## config.mk

```make
export PLATFORM = sky130hd
export DESIGN_NAME = block_transfer_sequencer
export DESIGN_NICKNAME = d
export VERILOG_FILES = /design/src/rtl/cu_pkg.sv /design/src/rtl/lsb_priority_encoder.sv /design/src/rtl/block_transfer_sequencer.sv
export SDC_FILE = /design/constraint.sdc
export NUM_CORES = 1
export LEC_CHECK = 0
export ABC_CLOCK_PERIOD_IN_PS = 7000
export CORE_UTILIZATION = 30
export DETAILED_ROUTE_END_ITERATION = 10
export PLACE_DENSITY = 0.57
export SLEW_MARGIN = 5
export SYNTH_ARGS = -nofsm -noshare
export SYNTH_HDL_FRONTEND = slang
export SYNTH_HIERARCHICAL = 1
export SYNTH_SLANG_ARGS = --single-unit
export TNS_END_PERCENT = 100
```

## constraint.sdc

```tcl
create_clock -name clk -period 7 [get_ports clk]
set_clock_uncertainty 0.15 [all_clocks]
set_input_delay 1.05 -clock clk [delete_from_list [all_inputs] [get_ports clk]]
set_output_delay 1.05 -clock clk [all_outputs]
set_load 0.02 [all_outputs]
```

## src/rtl/cu_pkg.sv

```systemverilog
// Shared definitions for the block transfer sequencer: FSM state encoding and
// the byte size of one transferred word.
package cu_pkg;

  typedef enum logic [1:0] {
    ST_IDLE  = 2'd0,
    ST_SETUP = 2'd1,
    ST_XFER  = 2'd2,
    ST_DONE  = 2'd3
  } state_e;

  localparam int unsigned WORD_BYTES = 32'd4;

endpackage

```

## src/rtl/lsb_priority_encoder.sv

```systemverilog
// Combinational lowest-set-bit finder used to pick the next register of a
// load/store-multiple list.
module lsb_priority_encoder #(
  parameter int LIST_W = 16,
  parameter int IDX_W  = $clog2(LIST_W)
) (
  input  logic [LIST_W-1:0] list_i,
  output logic [IDX_W-1:0]  index_o,
  output logic              any_o
);

  // Scan from the top down so the lowest set bit is the last one written.
  always_comb begin
    index_o = '0;
    any_o   = 1'b0;
    for (int i = LIST_W - 1; i >= 0; i--) begin
      if (list_i[i]) begin
        index_o = IDX_W'(i);
        any_o   = 1'b1;
      end else begin
        index_o = index_o;
      end
    end
  end

endmodule

```

## src/rtl/block_transfer_sequencer.sv

```systemverilog
// Load/store-multiple issuer: walks a latched register list lowest-first and
// presents one (register, address) pair per set bit over valid/ready.
module block_transfer_sequencer
  import cu_pkg::*;
#(
  parameter int ADDR_W = 32,
  parameter int LIST_W = 16,
  parameter int IDX_W  = $clog2(LIST_W)
) (
  input  logic              clk,
  input  logic              reset,
  input  logic              start,
  input  logic [LIST_W-1:0] reg_list,
  input  logic [ADDR_W-1:0] base_addr,
  input  logic              p_bit,
  input  logic              u_bit,
  output logic              busy,
  output logic              xfer_valid,
  input  logic              xfer_ready,
  output logic [IDX_W-1:0]  reg_address,
  output logic [ADDR_W-1:0] mem_addr,
  output logic [ADDR_W-1:0] wb_addr,
  output logic              done
);

  localparam logic [ADDR_W-1:0] STEP = ADDR_W'(WORD_BYTES);

  function automatic logic [ADDR_W-1:0] popcount(input logic [LIST_W-1:0] v);
    logic [ADDR_W-1:0] cnt;
    cnt = '0;
    for (int i = 0; i < LIST_W; i++) begin
      cnt = cnt + ADDR_W'(v[i]);
    end
    return cnt;
  endfunction

  state_e            state_q, state_d;
  logic [LIST_W-1:0] list_q, list_d;
  logic [ADDR_W-1:0] base_q, base_d;
  logic              p_q, p_d;
  logic              u_q, u_d;
  logic [ADDR_W-1:0] addr_q, addr_d;
  logic [IDX_W-1:0]  idx_q, idx_d;
  logic [ADDR_W-1:0] wb_q, wb_d;
  logic              busy_q, busy_d;
  logic              valid_q, valid_d;
  logic              done_q, done_d;

  logic              accept_s;
  logic [LIST_W-1:0] list_clr_s;
  logic [LIST_W-1:0] enc_in_s;
  logic [IDX_W-1:0]  enc_idx_s;
  logic              enc_any_s;
  logic [ADDR_W-1:0] four_n_s;
  logic [ADDR_W-1:0] start_addr_s;

  // The encoder looks at the list as it will be after this cycle, so the
  // registered reg_address already points at the next remaining register.
  assign accept_s   = (state_q == ST_XFER) && valid_q && xfer_ready;
  assign list_clr_s = list_q & ~(LIST_W'(1) << idx_q);
  assign enc_in_s   = accept_s ? list_clr_s : list_q;

  lsb_priority_encoder #(
    .LIST_W (LIST_W),
    .IDX_W  (IDX_W)
  ) u_enc (
    .list_i  (enc_in_s),
    .index_o (enc_idx_s),
    .any_o   (enc_any_s)
  );

  // Block size in bytes and the lowest address touched for each P/U mode.
  always_comb begin
    four_n_s = popcount(list_q) * STEP;
    case ({p_q, u_q})
      2'b01:   start_addr_s = base_q;
      2'b11:   start_addr_s = base_q + STEP;
      2'b00:   start_addr_s = base_q - four_n_s + STEP;
      2'b10:   start_addr_s = base_q - four_n_s;
      default: start_addr_s = base_q;
    endcase
  end

  // Next-state and next-output logic.
  always_comb begin
    state_d = state_q;
    list_d  = list_q;
    base_d  = base_q;
    p_d     = p_q;
    u_d     = u_q;
    addr_d  = addr_q;
    idx_d   = idx_q;
    wb_d    = wb_q;
    busy_d  = busy_q;
    valid_d = valid_q;
    done_d  = 1'b0;

    case (state_q)
      ST_IDLE: begin
        valid_d = 1'b0;
        if (start) begin
          list_d  = reg_list;
          base_d  = base_addr;
          p_d     = p_bit;
          u_d     = u_bit;
          busy_d  = 1'b1;
          state_d = ST_SETUP;
        end else begin
          busy_d = 1'b0;
        end
      end
      ST_SETUP: begin
        wb_d = u_q ? (base_q + four_n_s) : (base_q - four_n_s);
        if (enc_any_s) begin
          valid_d = 1'b1;
          addr_d  = start_addr_s;
          idx_d   = enc_idx_s;
          state_d = ST_XFER;
        end else begin
          done_d  = 1'b1;
          busy_d  = 1'b0;
          valid_d = 1'b0;
          state_d = ST_DONE;
        end
      end
      ST_XFER: begin
        if (accept_s) begin
          list_d = list_clr_s;
          addr_d = addr_q + STEP;
          if (enc_any_s) begin
            idx_d = enc_idx_s;
          end else begin
            valid_d = 1'b0;
            done_d  = 1'b1;
            busy_d  = 1'b0;
            state_d = ST_DONE;
          end
        end else begin
          valid_d = 1'b1;
        end
      end
      ST_DONE: begin
        valid_d = 1'b0;
        busy_d  = 1'b0;
        state_d = ST_IDLE;
      end
      default: begin
        valid_d = 1'b0;
        busy_d  = 1'b0;
        state_d = ST_IDLE;
      end
    endcase
  end

  // State and output registers; reset aborts any sequence in flight.
  always_ff @(posedge clk or posedge reset) begin
    if (reset) begin
      state_q <= ST_IDLE;
      list_q  <= '0;
      base_q  <= '0;
      p_q     <= 1'b0;
      u_q     <= 1'b0;
      addr_q  <= '0;
      idx_q   <= '0;
      wb_q    <= '0;
      busy_q  <= 1'b0;
      valid_q <= 1'b0;
      done_q  <= 1'b0;
    end else begin
      state_q <= state_d;
      list_q  <= list_d;
      base_q  <= base_d;
      p_q     <= p_d;
      u_q     <= u_d;
      addr_q  <= addr_d;
      idx_q   <= idx_d;
      wb_q    <= wb_d;
      busy_q  <= busy_d;
      valid_q <= valid_d;
      done_q  <= done_d;
    end
  end

  assign busy        = busy_q;
  assign xfer_valid  = valid_q;
  assign reg_address = idx_q;
  assign mem_addr    = addr_q;
  assign wb_addr     = wb_q;
  assign done        = done_q;

endmodule

```

==> run summary, run 1 <==
• list_q[11]$_DFFE_PP0P_ — worst setup path start
• 1262 — synthesized netlist net count
• 0 — number of enable-type register cells in the synthesized netlist
• 10.1% — multiplexer fraction of the synthesized cell area
• 7 — CP Max Fanout
• 30.5% — effective utilization at floorplan
• 2 — count of cells along the worst hold path
• 33900 um — drt total wl
• flip-flop — startpoint kind of the worst setup timing path
• sky130_fd_sc_hd__dfrtp_1 — area leader, netlist
• 123 — flip-flop and latch count after synthesis
• sky130_fd_sc_hd__dfrtp_1 — Post-synth top flop
• 0 — leftover overflow at the end of global routing
• 1 — detailed-route DRC error count
• adder cells — crit-path leading delay family
• 0 — Antenna Violating Nets Remaining
• 20.5% — area share of and/or/nand/nor cells after synthesis
• 17 — CTS buffer count
• 0 — max-cap violation count
• 19.6 um — WL/cell
• flip-flop to flip-flop — critical path class
• 783 — initial DRC count
• 0 ns — accumulated negative setup slack
• 9890 um2 — Post-Synthesis Cell Area
• 66 — Row Count
• 21 — Register-to-Register Path Depth
• sky130_fd_sc_hd__clkdlybuf4s50_1 — commonest non-fill, non-tap cell in the layout
• 100% — share of flip-flops with an asynchronous set or reset
• sky130_fd_sc_hd__fa_1 — dominant cell type by count on the critical path
• 32500 um2 — area of the placeable core
• 1172 — Synth Instances
• DRC — violations in the final reports
• 6350 um2 — area of the multi-input gates
• 4 — deepest level of the CTS H-tree
• 8 — first-pass detailed-route iteration total
• 31.1% — share of synthesized area occupied by flip-flops and latches
• mem_addr[28]$_DFFE_PP0P_ — Reg-to-Reg End
• 24.7% — relative area change from synthesis to final layout
• 0 — Final Setup Violations
• 33700 um2 — Die Area
• 3080 um2 — sequential cell area
• 0.06 ns — Clk pin slew, worst setup/hold paths
• 21.1% — fraction of the mapped netlist area in compound gates
• sky130_fd_sc_hd__dfrtp_1 31%, sky130_fd_sc_hd__mux2_2 7.7%, sky130_fd_sc_hd__a21oi_1 4.5% — cell types occupying the most area after synthesis
• 0 — count of endpoints failing hold in the final timing report
• 81 — Synth cell types
• 125 — IO Pins
• 2 — initial antenna violation count
• 20.4% — Global Route Usage Sum
• inv_1, fa_1, fa_1, fa_1, fa_1, inv_1, ha_1, fa_2, a21o_1, and2_2, inv_1, ha_1, or4b_4, nor2_4, nand3_2, or4b_4, a311oi_4, nand4b_4, or4_1, a2111o_1, nand3_1 — cells along the critical path
• 71 — maximum number of pins on one net before global-route repair
• 6.94 ns — arrival time of the worst setup path
• 6.38% — fraction of synthesized cell area in xor and xnor cells
• 184 um — Die Width
• 5.49 — via count normalized by instance count
• list_q[0]$_DFFE_PP0P_ — launch point of the worst hold path
• 123 — Clock Sinks
• 0 — Hold-fix buffers, CTS
• 2 — maximum number of buffers from clock root to sink
• 53000 um — first-pass GRT wire length
• list_q[11]$_DFFE_PP0P_ — launch instance of the worst register-to-register path
• 8945 — via count of the first global-routing pass
• 149 MHz — maximum clock rate
• 184 um — DIE HEIGHT
• 3266 — fillers
• 9471 — Vias
• 0.925 — final RePlAce weighted congestion
• 0.986 ns — transition time at the pin with the least slew margin
• 14.0% — share of cells above drive strength 1
• 0.28 ns — reg-to-reg slack, setup
• 8.43 um2 — synthesized area per cell
• 34.0% — worst rel slew slack
• compound AO/OA/AOI/OAI gates — largest family of logic cells by synthesized area
• 24900 um — DPL Wire Length
• sky130_fd_sc_hd__clkbuf_16 — root buffer selected by CTS
• 3 — count of buffer and inverter cells on the critical path
• 1361 — number of nets at the end of the flow
• 6 — Synth Warn #
• 0.44 ns — clock latency on the worst-skew pair
• flip-flop to flip-flop — HP Class
• 124 — count of buffers from port buffering
• 6.72 ns — time the worst path needs with I/O delays and setup
• finished, violations left — run status
• yes — clock tree from TritonCTS
• flip-flop — type of destination of the critical path
• 7.22 ns — data required time of the critical path
• 96.0% — final critical-path share of the clock period
• 0.57 ns — largest stage delay on the critical path
• 31.1% — Synth top area share
• sky130_fd_sc_hd__or4_1 — slowest stage cell, crit path
• 5.47% — adder-cell share of the synthesized area
• list_q[0]$_DFFE_PP0P_ — Worst Hold Endpoint
• 124 x sky130_fd_sc_hd__clkdlybuf4s50_1, 123 x sky130_fd_sc_hd__dfrtp_1, 107 x sky130_fd_sc_hd__nand2_1 — commonest cells after routing, fill and taps aside
• 0 — Final Max Slew Viols
routing by layer:
layer | global-route usage [%] | routed length [um] | vias to the layer above
met4 | 5.53 | 464 | 0
met5 | 0 | 0 | -
met3 | 3.37 | 1980 | 32
met1 | 30.1 | 16600 | 4634
li1 | - | - | 4477
met2 | 30.3 | 14900 | 328
stage by stage:
stage,setup WS [ns],utilization (%),hold WS (ns),area [um2],cells
finish,0.280,38.0,0.329,12300,1726
global route,-0.00128,38.0,0.345,12300,1726
CTS,0.157,37.8,0.334,12300,1724
detailed placement,0.200,35.9,0.321,11600,1693
global placement,0.270,35.9,0.315,11600,1693
floorplan,0.305,-,0.300,9890,1172
tightest hold or removal path, stage by stage, from the launching register on:
cell and delay (ns):
sky130_fd_sc_hd__dfrtp_1 0.33, sky130_fd_sc_hd__nand2_1 0.04, sky130_fd_sc_hd__o21ai_0 0.06
cells by family after synthesis:
family          Yosys count
flops                   123
compound gates          317
mux                      91
simple gates            399
buf+inv                 134
xor+xnor                 72
fa+ha+maj                36
flip-flops by register name, indices dropped and copies added (netlist names):
| signal | flops |
|---|---|
| wb_addr | 32 |
| xfer_valid | 1 |
| busy | 1 |
| base_q | 32 |
| list_q | 16 |
| state_q | 2 |
| reg_address | 4 |
| p_q | 1 |
| mem_addr | 32 |
| done | 1 |
| u_q | 1 |
cell usage after synthesis (all sizes together) (4+ instances only):
library cell / instances
dfrtp: 123
nand2: 108
nor2: 93
a21oi: 89
o21ai: 70
mux2: 68
clkbuf: 63
inv: 50
xnor2: 39
nor3: 38
nand3: 35
xor2: 33
ha: 24
mux2i: 23
a31oi: 21
o22ai: 19
and3: 18
buf: 17
or3: 16
nor4: 15
a21o: 13
nand4: 13
a211oi: 12
a41oi: 12
fa: 12
nand2b: 11
or4: 10
nor2b: 9
o211ai: 9
or2: 9
o311ai: 8
o31ai: 7
a221oi: 6
and2: 6
o32ai: 6
a2111o: 4
a311oi: 4
clkinv: 4
nand4b: 4
o221ai: 4
or4b: 4
final cells by class:
class / instances / area share (%)
multi-input combinational: 915 / 51.5
antenna: 1 / 0.0203
sequential: 123 / 25.0
inverter: 54 / 1.66
clock inverter: 14 / 1.60
clock buffer: 17 / 3.45
tap: 442 / 4.49
timing repair buffer: 160 / 12.3
how the worst max path moves through the flow:
stage	endpoint	slack (ns)	cells after the start
3_5_place_dp	mem_addr[28]$_DFFE_PP0P_	0.20	20
5_1_grt	mem_addr[28]$_DFFE_PP0P_	-0.001	21
6_report	mem_addr[28]$_DFFE_PP0P_	0.28	21
3_3_place_gp	mem_addr[28]$_DFFE_PP0P_	0.27	20
4_1_cts	mem_addr[28]$_DFFE_PP0P_	0.16	20
2_1_floorplan	mem_addr[28]$_DFFE_PP0P_	0.31	20
what timing repair did:
item,CTS,global route
endpoints found under the setup margin,0,6
setup buffers,0,1
gates resized for setup,0,12
Power of run 1 is not shown: default switching activity piles up to over one toggle a cycle in this logic, so the estimate is an artifact.
==> run 2, diff against run 1 <==
- CORE_MARGIN: not set -> 2
==> run 2 against run 1 <==
The flow now finishes without violations. Global-route usage is 0.075 points lower. Flip-flop and latch count unchanged. First-iteration DRC count down 7.5%. Register-to-register slack better by 0.02 ns. Die area increased by 2.2%. Critical endpoint unchanged.
==> run summary, run 2 (synthesized netlist as in run 1, its figures left out) <==
• completed — run status, was finished, violations left
• 2 — maximum number of buffers from clock root to sink, unchanged
• 16500 um — detailed-route wire length on metal 1, was 16600 um
• 14.1% — share of cells above drive strength 1, was 14.0%
• 124 — count of buffers from port buffering, unchanged
• list_q[11]$_DFFE_PP0P_ — launch instance of the worst register-to-register path, unchanged
• 0.44 ns — clock latency on the worst-skew pair, about the same
• 68 — maximum number of pins on one net before global-route repair, was 71
• 1361 — number of nets at the end of the flow, unchanged
• flip-flop to flip-flop — HP Class, unchanged
• 2 — count of cells along the worst hold path, unchanged
• 20.3% — Global Route Usage Sum, was 20.4%
• list_q[11]$_DFFE_PP0P_ — worst setup path start, unchanged
• 0 — Antenna Violating Nets Remaining, unchanged
• 7.22 ns — data required time of the critical path, about the same
• yes — clock tree from TritonCTS, unchanged
• flip-flop — type of destination of the critical path, unchanged
• 9557 — Vias, was 9471
• 30.5% — effective utilization at floorplan, unchanged
• 0 — Final Max Slew Viols, unchanged
• 724 — initial DRC count, was 783
• 125 — IO Pins, unchanged
• 0 — Final Setup Violations, unchanged
• 186 um — Die Width, was 184 um
• flip-flop — startpoint kind of the worst setup timing path, unchanged
• 0 — Hold-fix buffers, CTS, unchanged
• 9146 — via count of the first global-routing pass, was 8945
• list_q[13]$_DFFE_PP0P_ — launch point of the worst hold path, was list_q[0]$_DFFE_PP0P_
• 20.0 um — WL/cell, was 19.6 um
• 0 ns — accumulated negative setup slack, unchanged
• 53400 um — first-pass GRT wire length, was 53000 um
• 17 — CTS buffer count, unchanged
• 149 MHz — maximum clock rate, about the same
• 66 — Row Count, unchanged
• flip-flop to flip-flop — critical path class, unchanged
• 95.8% — final critical-path share of the clock period, was 96.0%
• 0 — count of endpoints failing hold in the final timing report, unchanged
• 5 — first-pass detailed-route iteration total, was 8
• sky130_fd_sc_hd__clkbuf_16 — root buffer selected by CTS, unchanged
• 38.0% — end-of-flow core utilization, about the same
• met4 — Top Layer Used, unchanged
• 18.7% — worst rel slew slack, was 34.0%
• 186 um — DIE HEIGHT, was 184 um
• 0.30 ns — reg-to-reg slack, setup, was 0.28 ns
• 0 — leftover overflow at the end of global routing, unchanged
• 0.897 — final RePlAce weighted congestion, was 0.925
• 1727 — Layout Cells excl Fill, was 1726
• 3296 — fillers, was 3266
• 1691 — Placed Cells, was 1693
• 123 — Clock Sinks, unchanged
• 21 — Register-to-Register Path Depth, unchanged
• 1 — initial antenna violation count, was 2
• 32500 um2 — area of the placeable core, unchanged
• 25500 um — DPL Wire Length, was 24900 um
• 0 — max-cap violation count, unchanged
• 14900 um — Met2 Routed Length, about the same
• 6.70 ns — time the worst path needs with I/O delays and setup, was 6.72 ns
• 6.92 ns — arrival time of the worst setup path, was 6.94 ns
• 2450 um — met3 wire len, was 1980 um
• sky130_fd_sc_hd__clkdlybuf4s50_1 — commonest non-fill, non-tap cell in the layout, unchanged
• 0 — detailed-route DRC error count, was 1
• 34600 um — drt total wl, was 33900 um
• list_q[13]$_DFFE_PP0P_ — Worst Hold Endpoint, was list_q[0]$_DFFE_PP0P_
• 34400 um2 — Die Area, was 33700 um2
• 5.53 — via count normalized by instance count, was 5.49
• 4 — deepest level of the CTS H-tree, unchanged
• 24.8% — relative area change from synthesis to final layout, was 24.7%
• 7 — CP Max Fanout, unchanged
• 0.06 ns — Clk pin slew, worst setup/hold paths, about the same
• 1.21 ns — transition time at the pin with the least slew margin, was 0.986 ns
• 124 x sky130_fd_sc_hd__clkdlybuf4s50_1, 123 x sky130_fd_sc_hd__dfrtp_1, 107 x sky130_fd_sc_hd__nand2_1 — commonest cells after routing, fill and taps aside, unchanged
• mem_addr[28]$_DFFE_PP0P_ — Reg-to-Reg End, unchanged
[run 2: final cells by class]
class | count | area [um2] | share of cell area, %
inverters | 54 | 205 | 1.66
multi-input cells | 915 | 6350 | 51.5
diodes | 1 | 2.50 | 0.0203
flip-flops and latches | 123 | 3080 | 24.9
clock buffers | 17 | 425 | 3.45
repair buffers | 160 | 1510 | 12.3
well taps | 442 | 553 | 4.48
clock inverters | 15 | 213 | 1.72
[run 2: routing by layer]
metal	track usage, %	vias to the layer above
li1	-	4490
met1	29.7	4649
met2	29.9	376
met3	4.19	42
met4	6.05	0
met5	0	-
[run 2: per-stage QoR]
step           cell area, um2  setup WS [ns]  hold WS, ns
6_report                12300          0.297        0.335
5_1_grt                 12300       -0.00409        0.346
4_1_cts                 12300         0.0877        0.336
3_5_place_dp            11600          0.157        0.323
3_3_place_gp            11600          0.149        0.315
2_1_floorplan            9890          0.305        0.300
[run 2: worst max path at each step]
stage | endpoint | slack (ns) | cells after the start
detailed placement | mem_addr[28]$_DFFE_PP0P_ | 0.16 | 19
global placement | mem_addr[28]$_DFFE_PP0P_ | 0.15 | 19
global route | mem_addr[28]$_DFFE_PP0P_ | -0.004 | 21
finish | mem_addr[28]$_DFFE_PP0P_ | 0.30 | 21
floorplan | mem_addr[28]$_DFFE_PP0P_ | 0.31 | 20
CTS | mem_addr[28]$_DFFE_PP0P_ | 0.09 | 19
[run 2: timing repair]
| action | CTS | global route |
|---|---|---|
| endpoints found under the setup margin | 0 | 14 |
| resized for setup | 0 | 12 |
| buffers inserted | 0 | 3 |
[run 2: worst max-delay path: stages, from the launching register on]
cell,delay (ns)
sky130_fd_sc_hd__dfrtp_1,0.34
sky130_fd_sc_hd__inv_1,0.07
sky130_fd_sc_hd__fa_1,0.57
sky130_fd_sc_hd__fa_1,0.47
sky130_fd_sc_hd__fa_1,0.52
sky130_fd_sc_hd__fa_1,0.42
sky130_fd_sc_hd__inv_1,0.07
sky130_fd_sc_hd__ha_1,0.19
sky130_fd_sc_hd__fa_2,0.25
sky130_fd_sc_hd__a21o_1,0.11
sky130_fd_sc_hd__and2_1,0.19
sky130_fd_sc_hd__inv_1,0.06
sky130_fd_sc_hd__ha_1,0.25
sky130_fd_sc_hd__or4b_4,0.54
sky130_fd_sc_hd__nor2_4,0.15
sky130_fd_sc_hd__nand3_2,0.15
sky130_fd_sc_hd__or4b_4,0.54
sky130_fd_sc_hd__a311oi_4,0.36
sky130_fd_sc_hd__nand4b_4,0.17
sky130_fd_sc_hd__or4_1,0.57
sky130_fd_sc_hd__a2111o_1,0.42
sky130_fd_sc_hd__nand3_1,0.08
Power of run 2 is left out for the same reason.
